File: src/rtl/atm_pkg.sv
`default_nettype none
// ============================================================================
// Module      : atm_pkg
// Description : Shared definitions for the ATM account access path: operation
//               encodings, arbiter state encoding, default balance width.
// Revision    : 1.0 - initial release
// ============================================================================
package atm_pkg;

    // Balance width shared with the session FSMs.
    localparam int DEFAULT_BAL_W = 20;

    // Transaction operations issued by a session FSM.
    typedef enum logic [1:0] {
        OP_WITHDRAW = 2'b00,
        OP_DEPOSIT  = 2'b01,
        OP_INQUIRY  = 2'b10,
        OP_INVALID  = 2'b11
    } op_e;

    // Arbiter transaction sequencing states.
    typedef enum logic [1:0] {
        ST_IDLE = 2'd0,
        ST_READ = 2'd1,
        ST_EXEC = 2'd2,
        ST_DONE = 2'd3
    } arb_state_e;

endpackage
`default_nettype wire

File: src/rtl/rr_arbiter.sv
`default_nettype none
// ============================================================================
// Module      : rr_arbiter
// Description : Combinational round-robin pick. The first unmasked request at
//               or above the pointer (wrapping) wins.
// Revision    : 1.0 - initial release
// ============================================================================
module rr_arbiter #(
    parameter int NUM_REQ = 4,
    parameter int IDX_W   = $clog2(NUM_REQ)
) (
    input  logic [NUM_REQ-1:0] req,
    input  logic [NUM_REQ-1:0] mask,
    input  logic [IDX_W-1:0]   ptr,
    output logic [NUM_REQ-1:0] winner_oh,
    output logic [IDX_W-1:0]   winner_idx,
    output logic               valid
);

    logic [NUM_REQ-1:0] eligible;
    int                 cand;
    logic [IDX_W-1:0]   cand_idx;

    assign eligible = req & ~mask;

    // Scan from the pointer upward, wrapping, and keep the first eligible hit.
    always_comb begin
        winner_oh  = '0;
        winner_idx = '0;
        valid      = 1'b0;
        cand       = 0;
        cand_idx   = '0;
        for (int i = 0; i < NUM_REQ; i++) begin
            cand     = (int'(ptr) + i) % NUM_REQ;
            cand_idx = IDX_W'(cand);
            if (!valid && eligible[cand_idx]) begin
                valid               = 1'b1;
                winner_idx          = cand_idx;
                winner_oh[cand_idx] = 1'b1;
            end
        end
    end

endmodule
`default_nettype wire

File: src/rtl/account_access_arbiter.sv
`default_nettype none
// ============================================================================
// Module      : account_access_arbiter
// Description : Round-robin sharing of a single-port account RAM between ATM
//               session FSMs; each transaction is an atomic read-modify-write.
// Revision    : 1.0 - initial release
// ============================================================================
module account_access_arbiter
    import atm_pkg::*;
#(
    parameter int NUM_REQ = 4,
    parameter int BAL_W   = DEFAULT_BAL_W,
    parameter int ADDR_W  = 8
) (
    input  logic                      clk,
    input  logic                      rst,
    input  logic [NUM_REQ-1:0]        req,
    input  logic [2*NUM_REQ-1:0]      req_op,
    input  logic [ADDR_W*NUM_REQ-1:0] req_acct,
    input  logic [BAL_W*NUM_REQ-1:0]  req_value,
    output logic [NUM_REQ-1:0]        gnt,
    output logic [NUM_REQ-1:0]        done,
    output logic [BAL_W-1:0]          rsp_balance,
    output logic                      rsp_error,
    output logic                      mem_en,
    output logic                      mem_we,
    output logic [ADDR_W-1:0]         mem_addr,
    output logic [BAL_W-1:0]          mem_wdata,
    input  logic [BAL_W-1:0]          mem_rdata
);

    localparam int IDX_W = $clog2(NUM_REQ);

    arb_state_e         state;
    arb_state_e         state_next;
    logic [IDX_W-1:0]   ptr;
    logic [NUM_REQ-1:0] mask;
    logic [NUM_REQ-1:0] owner_oh;
    op_e                op_lat;
    logic [ADDR_W-1:0]  acct_lat;
    logic [BAL_W-1:0]   value_lat;

    logic [NUM_REQ-1:0] win_oh;
    logic [IDX_W-1:0]   win_idx;
    logic               win_valid;

    logic [BAL_W:0]     dep_sum;
    logic [BAL_W-1:0]   exec_result;
    logic               exec_error;
    logic               exec_write;

    rr_arbiter #(
        .NUM_REQ (NUM_REQ),
        .IDX_W   (IDX_W)
    ) u_rr_arbiter (
        .req        (req),
        .mask       (mask),
        .ptr        (ptr),
        .winner_oh  (win_oh),
        .winner_idx (win_idx),
        .valid      (win_valid)
    );

    // Transaction result from the old balance; the extra sum bit catches
    // deposit overflow.
    always_comb begin
        dep_sum     = {1'b0, mem_rdata} + {1'b0, value_lat};
        exec_result = mem_rdata;
        exec_error  = 1'b0;
        exec_write  = 1'b0;
        case (op_lat)
            OP_WITHDRAW: begin
                if (value_lat > mem_rdata) begin
                    exec_error = 1'b1;
                end else begin
                    exec_result = mem_rdata - value_lat;
                    exec_write  = 1'b1;
                end
            end
            OP_DEPOSIT: begin
                if (dep_sum[BAL_W]) begin
                    exec_error = 1'b1;
                end else begin
                    exec_result = dep_sum[BAL_W-1:0];
                    exec_write  = 1'b1;
                end
            end
            OP_INQUIRY: begin
                exec_result = mem_rdata;
            end
            default: begin
                exec_error = 1'b1;
            end
        endcase
    end

    // State register; reset aborts any in-flight transaction.
    always_ff @(posedge clk or negedge rst) begin
        if (!rst) begin
            state <= ST_IDLE;
        end else begin
            state <= state_next;
        end
    end

    // Next state plus RAM/handshake outputs decoded from state and latches.
    always_comb begin
        state_next = state;
        gnt        = '0;
        done       = '0;
        mem_en     = 1'b0;
        mem_we     = 1'b0;
        mem_addr   = '0;
        mem_wdata  = '0;
        case (state)
            ST_IDLE: begin
                if (win_valid) begin
                    state_next = ST_READ;
                end
            end
            ST_READ: begin
                gnt        = owner_oh;
                mem_en     = 1'b1;
                mem_addr   = acct_lat;
                state_next = ST_EXEC;
            end
            ST_EXEC: begin
                gnt = owner_oh;
                if (exec_write) begin
                    mem_en    = 1'b1;
                    mem_we    = 1'b1;
                    mem_addr  = acct_lat;
                    mem_wdata = exec_result;
                end
                state_next = ST_DONE;
            end
            ST_DONE: begin
                gnt        = owner_oh;
                done       = owner_oh;
                state_next = ST_IDLE;
            end
            default: begin
                state_next = ST_IDLE;
            end
        endcase
    end

    // Winner capture, pointer advance, post-service mask and response regs.
    always_ff @(posedge clk or negedge rst) begin
        if (!rst) begin
            ptr         <= '0;
            mask        <= '0;
            owner_oh    <= '0;
            op_lat      <= OP_WITHDRAW;
            acct_lat    <= '0;
            value_lat   <= '0;
            rsp_balance <= '0;
            rsp_error   <= 1'b0;
        end else begin
            case (state)
                ST_IDLE: begin
                    // The mask only shields the first IDLE cycle after DONE.
                    mask <= '0;
                    if (win_valid) begin
                        owner_oh  <= win_oh;
                        op_lat    <= op_e'(req_op[2*win_idx +: 2]);
                        acct_lat  <= req_acct[ADDR_W*win_idx +: ADDR_W];
                        value_lat <= req_value[BAL_W*win_idx +: BAL_W];
                        if (win_idx == IDX_W'(NUM_REQ - 1)) begin
                            ptr <= '0;
                        end else begin
                            ptr <= win_idx + 1'b1;
                        end
                    end
                end
                ST_EXEC: begin
                    rsp_balance <= exec_result;
                    rsp_error   <= exec_error;
                end
                ST_DONE: begin
                    mask <= owner_oh;
                end
                default: begin
                end
            endcase
        end
    end

endmodule
`default_nettype wire

File: config.mk
export PLATFORM = sky130hd
export DESIGN_NAME = account_access_arbiter
export DESIGN_NICKNAME = d
export VERILOG_FILES = /design/src/rtl/atm_pkg.sv /design/src/rtl/rr_arbiter.sv /design/src/rtl/account_access_arbiter.sv
export SDC_FILE = /design/constraint.sdc
export NUM_CORES = 1
export LEC_CHECK = 0
export ABC_AREA = 1
export ABC_CLOCK_PERIOD_IN_PS = 4010
export CORE_MARGIN = 4
export CORE_UTILIZATION = 45
export DETAILED_ROUTE_END_ITERATION = 8
export PLACE_DENSITY = 0.84
export SYNTH_ARGS = -nofsm -noshare
export SYNTH_HDL_FRONTEND = slang
export SYNTH_HIERARCHICAL = 1
export SYNTH_SLANG_ARGS = --single-unit
File: constraint.sdc
create_clock -name clk -period 4.01 [get_ports clk]
set_input_delay 1.0025 -clock clk [delete_from_list [all_inputs] [get_ports clk]]
set_output_delay 1.0025 -clock clk [all_outputs]
set_load 0.01 [all_outputs]
Word-level counts from Yosys, hierarchy flattened
Cells that the tools add are included.

operators by class
  eq/ne operators = 7
  bitwise gates (word level) = 5
  $lt $le $gt $ge = 9
  multiply operators = 1
  reductions and logical operators = 15
  shift operators = 3
  add/sub/neg operators = 6
  mux-type cells = 50

operators with widths
  operator                                                                              number
  20-bit 2-to-1 mux                                                                     4
  80-bit by 8-bit indexed part select with 20-bit output                                1
  20-bit case mux with 2 select lines                                                   1
  32-bit by 6-bit indexed part select with 8-bit output                                 1
  4-bit 2-to-1 mux                                                                      6
  20-bit by 20-bit adder with 21-bit output                                             1
  20-bit greater-than comparator                                                        1
  20-bit subtractor                                                                     1
  1-bit 2-to-1 mux                                                                      18
  8-bit case mux with 2 select lines                                                    1
  2-bit by 3-bit less-than comparator with 1-bit output (second input constant)         4
  2-bit 2-to-1 mux                                                                      6
  4-bit bitwise OR                                                                      3
  1-bit binary-select mux with 2-bit select                                             4
  1-bit demux with 2-bit select                                                         4
  2-bit equality test (second input constant)                                           4
  2-bit by 1-bit greater-or-equal comparator with 1-bit output (second input constant)  4
  8-bit 2-to-1 mux                                                                      1
  2-bit case mux with 4 select lines                                                    1
  4-bit case mux with 2 select lines                                                    1
  8-bit by 4-bit indexed part select with 2-bit output                                  1
  1-bit logical AND                                                                     7
  3-bit by 2-bit multiplier with 5-bit output (first input constant)                    1
  2-bit by 1-bit adder with 2-bit output (second input constant)                        2
  other kinds (12)                                                                      18

word-level totals
  output and inout bits = 59
  input port bits = 146
  register bits = 63

Logic depth before layout (Yosys ltp)
Gate-level depths: netlist of run 1.

  depth after elaboration = 16
  depth in mapped cells = 19
  mapped depth without buffers = 18

Cells and area by module
The synthesis of run 1 kept the hierarchy.

modules (own cells, without submodules)
  module                  sequential area each (um2)  instances  cells each  area each (um2)
  account_access_arbiter  1576.5                      1          1184        7116.8
  rr_arbiter              0.0                         1          92          535.5

Least setup slack after synthesis of run 1
OpenSTA, ideal clock, no wires.

  path type = input port to output port
  start = in mem_rdata[0]
  end = out mem_addr[1]
  path slack = 0.153 ns
  stages = 13
  data arrival time = 2.854 ns
  cells stage by stage = ha_1 -> fa_1 -> nand3_1 -> nand3_1 -> nand2_1 -> nand3_2 -> nand2_2 -> nand2_4 -> nor2_8 -> inv_4 -> nand2_8 -> a21oi_4 -> nor3_1

on the way
  longest elaborated chain between the ends = 5
  elaborated cells on any way between the ends = 7
  those cells by class = add/sub: 1; order compare: 1; mux: 5

ends and longest elaborated chain
  item                                                                                         line                                                        source
  start: declaration                                                                           account_access_arbiter.sv:29                                input logic [BAL_W-1:0] mem_rdata
  20-bit by 20-bit adder with 21-bit output or 20-bit greater-than comparator (tied branches)  account_access_arbiter.sv:67, account_access_arbiter.sv:73
  1-bit 2-to-1 mux, on equally long branches                                                   account_access_arbiter.sv:81, account_access_arbiter.sv:73
  1-bit case mux with 2 select lines (*)                                                       account_access_arbiter.sv:71                                case (op_lat)
  8-bit 2-to-1 mux (*)                                                                         account_access_arbiter.sv:129                               if (exec_write) begin
  8-bit case mux with 2 select lines (*)                                                       account_access_arbiter.sv:115                               case (state)
  end: declaration                                                                             account_access_arbiter.sv:27                                output logic [ADDR_W-1:0] mem_addr,

Every way passes the cells marked *; elsewhere a longest branch is shown, timed or not.

Worst setup path in the final report of run 1
  start = in mem_rdata[6]
  end = out mem_wdata[7]

on the way
  longest elaborated chain between the ends = 5
  elaborated cells on any way between the ends = 11
  those cells by class = add/sub: 2; order compare: 1; mux: 8

ends and longest elaborated chain
  item                                                                                       line                           source
  20-bit by 20-bit adder with 21-bit output, or another cell as far along                    account_access_arbiter.sv:67   dep_sum = {1'b0, mem_rdata} + {1'b0, value_lat};
  20-bit 2-to-1 mux, or another cell as far along                                            account_access_arbiter.sv:81   if (dep_sum[BAL_W]) begin
  20-bit case mux with 2 select lines or 1-bit case mux with 2 select lines (tied branches)  account_access_arbiter.sv:71
  20-bit 2-to-1 mux (*)                                                                      account_access_arbiter.sv:129
  20-bit 2-to-1 mux (*)                                                                      account_access_arbiter.sv:115
  end: declaration                                                                           account_access_arbiter.sv:28   output logic [BAL_W-1:0] mem_wdata,

Marks and branches as above.

==> impl_metrics.toml, run 1 <==
[synthesis]
ys_types = 42
netlist_area_um2 = 7650
synth_seq_area_share = 0.206
synth_ff_type = "dfrtp_1"
synthArstFlopShare = 1.00
netlist_instances = 1276
ys_top_cells_by_count = "nand2_1 (379), nor2_1 (187), inv_1 (164), nand3_1 (94), o21ai_0 (83)"
synth-seq-cells = 63
ys_warn_count = 6
synth_edf_count = 0
synth_area_leader_cell = "dfrtp_1"
yosysMostFrequentCell = "nand2_1"
synthTopCellsByArea = "dfrtp_1 (21%), nand2_1 (19%), nor2_1 (9.2%)"
synth.avg_cell_area_um2 = 6.00
synth_top_area_frac = 0.206
syn-num-nets = 1478

[critical_path]
cpMostUsedCell = "nand2_1"
timing.rr.start = "value_lat[13]"
worstPathCellList = "buf_2 -> ha_4 -> buf_4 -> nand2_1 -> nor2_1 -> nand2_1 -> nand2_2 -> xor2_1 -> nand2_1 -> o211ai_1 -> nand3_1 -> nand2_1 -> nor2_2 -> buf_2"
rr_worst_depth = 27
slowest_delay_ns = 0.60
cp_max_fo = 5
crit_slowest_cell = "xor2_1"
cp-start-kind = "input port"
rr_endpoint = "rsp_balance[12]"
crit_required_ns = 3.01
worstSetupPathType = "input port to output port"
critPathCaptureType = "output port"
worstPathArrival_ns = 3.31
r2r_slack_ns = 0.05

[sta]
maxSlewHeadroom = 0.416
min_period_ns = 4.31
tns_ns = -3.41
whs_ns = 0.482
setup_violations = 30
finalCritPeriodShare = 1.07
hold_viol = 0
max_clock_freq_mhz = 232
finClkSkew_ns = 0.0148
rsz0062_at_grt = "yes"
setup_ws_ns = -0.300
final_max_slew_viol_count = 0
worst_pin_slew_ns = 0.877

[routing]
firstDrtPassIters = 8
post_drt_wl_per_cell_um = 19.4
via_per_inst = 5.69
drc_errors = 0
drtIter0Drc = 1208
routed_wirelength_mm = 36.9
drtAntennaViolNets = 0
vias = 10800

[finish]
final_cell_area_um2 = 12700
utilization = 0.761
num_antenna_cells = 0
multi_input_area_um2 = 6010
nNetsFinal = 1877
ff_latch_area_um2 = 1580
final_cells = 1900
layout-drive-gt1-share = 0.311
nFillCells = 1133
areaGrowthSynthToFinish_pct = 65.5

[place]
dpl.hpwl_mm = 24.3
place_area_um2 = 11000
gp_congestion = 1.01
numPortBuffers = 204
dp.cells = 1810

[clocking]
clockRootBuffer = "clkbuf_16"
cts_buffer_depth = 2
clkSlewWorstSetupHoldPaths_ns = 0.05
cts_sinks = 63
cts_made_buffers = 9
clock_latency_ns = 0.37
htreeDepth = 3
cts_tree = "yes"
cts.hold.buffers_added = 0

[floorplanning]
dieArea_um2 = 19200
ios = 205
core_um2 = 16600
rows = 47
floorplan.initialDensity = 0.460
fp.dieW_um = 138
chipHeight_um = 138

[power_and_ir_drop]
switching_share = 0.542
p_seq_frac = 0.096
internal-power_w = 0.00573
p_clk_frac = 0.068
p_leak_nw = 6.32
p_per_area_nw_per_um2 = 987
peakVddDrop_mv = 0.875
p_sw_w = 0.00678
combPwrFrac = 0.836

[hold_path]
hp-start = "rsp_balance[19]"
hp-class = "flop to flop"
hold_end = "rsp_balance[19]"
whs_path_depth = 2

[run_status]
status = "finished, violations left"
violations = "setup timing"

[global_routing]
grtUsageTotal = 0.333
first_global_vias = 10300
antenna_found_initial = 1
grt-ovfl-total = 0
grt_pass1_wl_mm = 51.4
grt_start_max_net_pins = 70

[run]
drv_cap = 0
==> worst max-delay path by stage <==
| stage | from | endpoint | depth (start not counted) |
|---|---|---|---|
| after CTS | mem_rdata[5] | mem_addr[5] | 19 |
| after global routing | mem_rdata[6] | mem_wdata[7] | 14 |
| after global placement | mem_rdata[15] | mem_wdata[9] | 15 |
| final | mem_rdata[6] | mem_wdata[7] | 14 |
| after floorplan | mem_rdata[0] | mem_addr[1] | 13 |
| after detailed placement | mem_rdata[0] | mem_wdata[2] | 16 |
==> flip-flops by register name (all words and copies together) (netlist names) <==
| name | cells |
|---|---|
| op_lat | 2 |
| state | 2 |
| acct_lat | 8 |
| rsp_balance | 20 |
| rsp_error | 1 |
| value_lat | 20 |
| ptr | 2 |
| owner_oh | 4 |
| mask | 4 |
==> placed cells by master, fill, tap and decap left out, types with 3 or more instances in the layout <==
cell	synthesis	final
nand2_1	379	321
buf_4	8	201
nor2_1	187	169
clkdlybuf4s50_1	0	153
inv_1	164	149
o21ai_0	83	78
nand3_1	94	77
dfrtp_1	63	63
nand2_2	6	48
buf_2	5	39
buf_6	4	37
o32ai_1	29	29
ha_1	54	28
nor2_2	13	22
nand3_2	8	22
ha_4	0	22
inv_2	8	19
nand2_4	5	19
a21oi_1	33	19
nand4_1	18	18
a21oi_2	0	13
xor2_1	15	12
o211ai_1	12	12
nor2_4	1	10
clkbuf_16	0	9
nor3_2	6	7
o21bai_1	8	7
buf_12	0	6
nor3_1	8	5
inv_4	2	4
clkinv_1	3	4
a21oi_4	3	4
nand3_4	1	4
o21ai_1	2	4
ha_2	0	4
clkbuf_2	0	4
o21ai_2	0	3
nand2_8	1	3
xor2_2	0	3
==> through the flow <==
stage / setup WS [ns] / total power, W
6_report: -0.300 / 0.0125
5_1_grt: -0.405 / 0.0132
4_1_cts: -0.127 / 0.0113
3_5_place_dp: -0.925 / 0.00947
3_3_place_gp: -0.917 / 0.00933
2_1_floorplan: 0.153 / 0.00622
==> routing by layer <==
layer / global-route usage / wire [µm] / vias up
met5: 0 / 13 / -
met4: 0.212 / 3470 / 2
met3: 0.0735 / 4160 / 287
met2: 0.582 / 16700 / 799
met1: 0.364 / 12600 / 4865
li1: - / - / 4867
==> worst max-delay path, delay by kind of cell <==
family | cells | cell delay, ns
AO/OA/AOI/OAI | 1 | 0.11
XOR/XNOR | 1 | 0.60
adder cells (fa/ha/maj) | 1 | 0.32
buffers and inverters | 3 | 0.39
AND/OR/NAND/NOR | 8 | 0.87
==> cells by family (layout without fill, tap and decap cells) <==
group,after synthesis,in the layout,synth area share
XOR/XNOR,17,17,0.0195
flip-flops,63,63,0.206
buffers and inverters,231,635,0.123
adder cells (fa/ha/maj),56,56,0.0935
AND/OR/NAND/NOR,732,732,0.414
AO/OA/AOI/OAI,177,177,0.144
==> area by class of cell <==
| cell class | count | share of cell area |
|---|---|---|
| tap | 220 | 0.0217 |
| multi-input combinational | 982 | 0.475 |
| sequential | 63 | 0.124 |
| inverter | 177 | 0.0538 |
| timing repair buffer | 442 | 0.302 |
| clock inverter | 5 | 0.00444 |
| clock buffer | 11 | 0.0192 |
==> timing repair <==
action	CTS	global route
endpoints found under the setup margin	30	31
pin swaps	57	75
buffers inserted	50	33
cloned	3	0
resized for setup	324	146
hold endpoints to repair	0	0
==> power by group through the flow <==
| stage | clock (W) | combinational (W) | sequential, W |
|---|---|---|---|
| final | 0.000845 | 0.0105 | 0.00120 |
| after global routing | 0.000856 | 0.0112 | 0.00123 |
| after CTS | 0.000839 | 0.00931 | 0.00117 |
| after detailed placement | 0 | 0.00830 | 0.00118 |
| after global placement | 0 | 0.00817 | 0.00116 |
| after floorplan | 0 | 0.00506 | 0.00116 |
Note: power is estimated with default switching activity, not from simulation.
==> run 2: changes to the inputs <==
--- a/config.mk
+++ b/config.mk
@@ -9,6 +9,7 @@
 export ABC_CLOCK_PERIOD_IN_PS = 4010
 export CORE_MARGIN = 4
 export CORE_UTILIZATION = 45
+export CTS_CLUSTER_SIZE = 14
 export DETAILED_ROUTE_END_ITERATION = 8
 export PLACE_DENSITY = 0.84
 export SYNTH_ARGS = -nofsm -noshare
==> results of run 2 <==
Same layout as run 1: the final DEF is identical, and so are final timing and power.
==> run 3: changes to the inputs <==
--- a/config.mk
+++ b/config.mk
@@ -12,6 +12,7 @@
 export CTS_CLUSTER_SIZE = 14
 export DETAILED_ROUTE_END_ITERATION = 8
 export PLACE_DENSITY = 0.84
+export SKIP_LAST_GASP = 1
 export SYNTH_ARGS = -nofsm -noshare
 export SYNTH_HDL_FRONTEND = slang
 export SYNTH_HIERARCHICAL = 1
==> run 3 against run 2 <==
The run still ends with setup timing left. Die area did not move. Largest cell class unchanged. Via count is 3.4% higher. Clock skew fell by 0.0030 ns. Clock-buffer cell count unchanged. Flip-flop and latch count did not move. Worst setup slack got worse by 0.049 ns. Sequential share of layout area down 0.096 points. Wire length up 5.4%. First-iteration DRC count grew 14%.
==> impl_metrics.toml, run 3 (same netlist as run 1, synthesis figures left out) <==
[sta]
tns_ns = -6.41
rsz0062_at_grt = "yes"
final_max_slew_viol_count = 0
setup_violations = 31
min_period_ns = 4.36
finClkSkew_ns = 0.0118
worst_pin_slew_ns = 0.895
max_clock_freq_mhz = 229
whs_ns = 0.478
finalCritPeriodShare = 1.09
hold_viol = 0
maxSlewHeadroom = 0.403
setup_ws_ns = -0.349

[floorplanning]
rows = 47
core_um2 = 16600
floorplan.initialDensity = 0.460
ios = 205
fp.dieW_um = 138
dieArea_um2 = 19200
chipHeight_um = 138

[clocking]
cts.hold.buffers_added = 0
htreeDepth = 3
cts_tree = "yes"
clockRootBuffer = "clkbuf_16"
cts_sinks = 63
clock_latency_ns = 0.36
cts_made_buffers = 9
cts_buffer_depth = 2
clkSlewWorstSetupHoldPaths_ns = 0.06

[global_routing]
grt_pass1_wl_mm = 52.9
grtUsageTotal = 0.342
first_global_vias = 10500
grt_start_max_net_pins = 70
antenna_found_initial = 0
grt-ovfl-total = 0

[finish]
layout-drive-gt1-share = 0.320
largestRegisters = "rsp_balance (20), value_lat (20), acct_lat (8)"
areaGrowthSynthToFinish_pct = 66.8
num_antenna_cells = 0
nNetsFinal = 1887
final_cells = 1910
final_cell_mix = "nand2_1 (317), buf_4 (217), nor2_1 (166)"
layout_commonest_cell = "nand2_1"

[routing]
firstDrtPassIters = 8
routed_wirelength_mm = 38.9
drtAntennaViolNets = 0
vias = 11200
post_drt_wl_per_cell_um = 20.4
drtIter0Drc = 1373
via_per_inst = 5.86
drc_errors = 0

[place]
gp_congestion = 1.01
dpl.hpwl_mm = 24.3
numPortBuffers = 204
dp.cells = 1810

[power_and_ir_drop]
p_per_area_nw_per_um2 = 1000
p_leak_nw = 6.40
finalPower_w = 0.0128
peakVddDrop_mv = 0.889

[critical_path]
cp-start-kind = "input port"
cpMostUsedCell = "buf_4"
crit_required_ns = 4.31
critPathCaptureType = "flop"
slowest_delay_ns = 0.29
cp_max_fo = 7
worstPathArrival_ns = 4.66
worstSetupPathType = "input port to flop"
crit_slowest_cell = "ha_4"

[run_status]
status = "finished, violations left"
violations = "setup timing"

[hold_path]
hp-class = "flop to flop"

[run]
drv_cap = 0
-- run 3: worst paths after layout --
kind,depth (start not counted),to,slack [ns],from
max in group asynchronous,2,value_lat[18],2.56,rst
min in group asynchronous,2,acct_lat[4],0.84,rst
max reg2reg,28,rsp_balance[12],-0.14,value_lat[13]
min reg2reg,2,rsp_balance[19],0.48,rsp_balance[19]
min,2,rsp_balance[19],0.48,rsp_balance[19]
max,30,rsp_balance[12],-0.35,mem_rdata[7]
-- run 3: final cells by class --
| class | count | area (µm²) |
|---|---|---|
| Clock buffer | 11 | 243 |
| Clock inverter | 5 | 56.3 |
| Multi-Input combinational cell | 982 | 6040 |
| Fill cell | 1109 | 3870 |
| Timing Repair Buffer | 452 | 3890 |
| Inverter | 177 | 682 |
| Tap cell | 220 | 275 |
| Sequential cell | 63 | 1580 |
-- run 3: layer usage --
| metal | up-vias | GRT usage | wire length [µm] |
|---|---|---|---|
| met5 | - | 0 | 0 |
| met2 | 897 | 0.584 | 17200 |
| met4 | 0 | 0.243 | 3800 |
| met1 | 5077 | 0.373 | 13200 |
| met3 | 331 | 0.0784 | 4700 |
| li1 | 4881 | - | - |
-- run 3: per-stage QoR --
step                setup WS, ns  utilization  area, µm²
CTS                       -0.150        0.729      12100
finish                    -0.349        0.767      12800
floorplan                  0.153            -       7650
global route              -0.460        0.767      12800
global placement          -0.917        0.660      11000
detailed placement        -0.925        0.660      11000
-- run 3: critical path, delay by kind of cell --
family | cells | cell delay, ns
and+or+nand+nor | 11 | 1.07
AOI/OAI and AO/OA | 1 | 0.13
adders and majority gates | 1 | 0.29
buffers and inverters | 17 | 2.16
-- run 3: timing repair --
action,CTS,global route
resized for setup,310,164
pin swaps,56,76
endpoints found under the setup margin,30,31
buffers inserted,50,38
cloned,3,1
hold endpoints to repair,0,0
-- run 3: power by group --
part | switching [W] | leakage [nW] | internal [W]
registers | 0.000252 | 0.784 | 0.000957
clock network | 0.000345 | 0.146 | 0.000499
logic | 0.00642 | 5.47 | 0.00434
total | 0.00701 | 6.40 | 0.00580
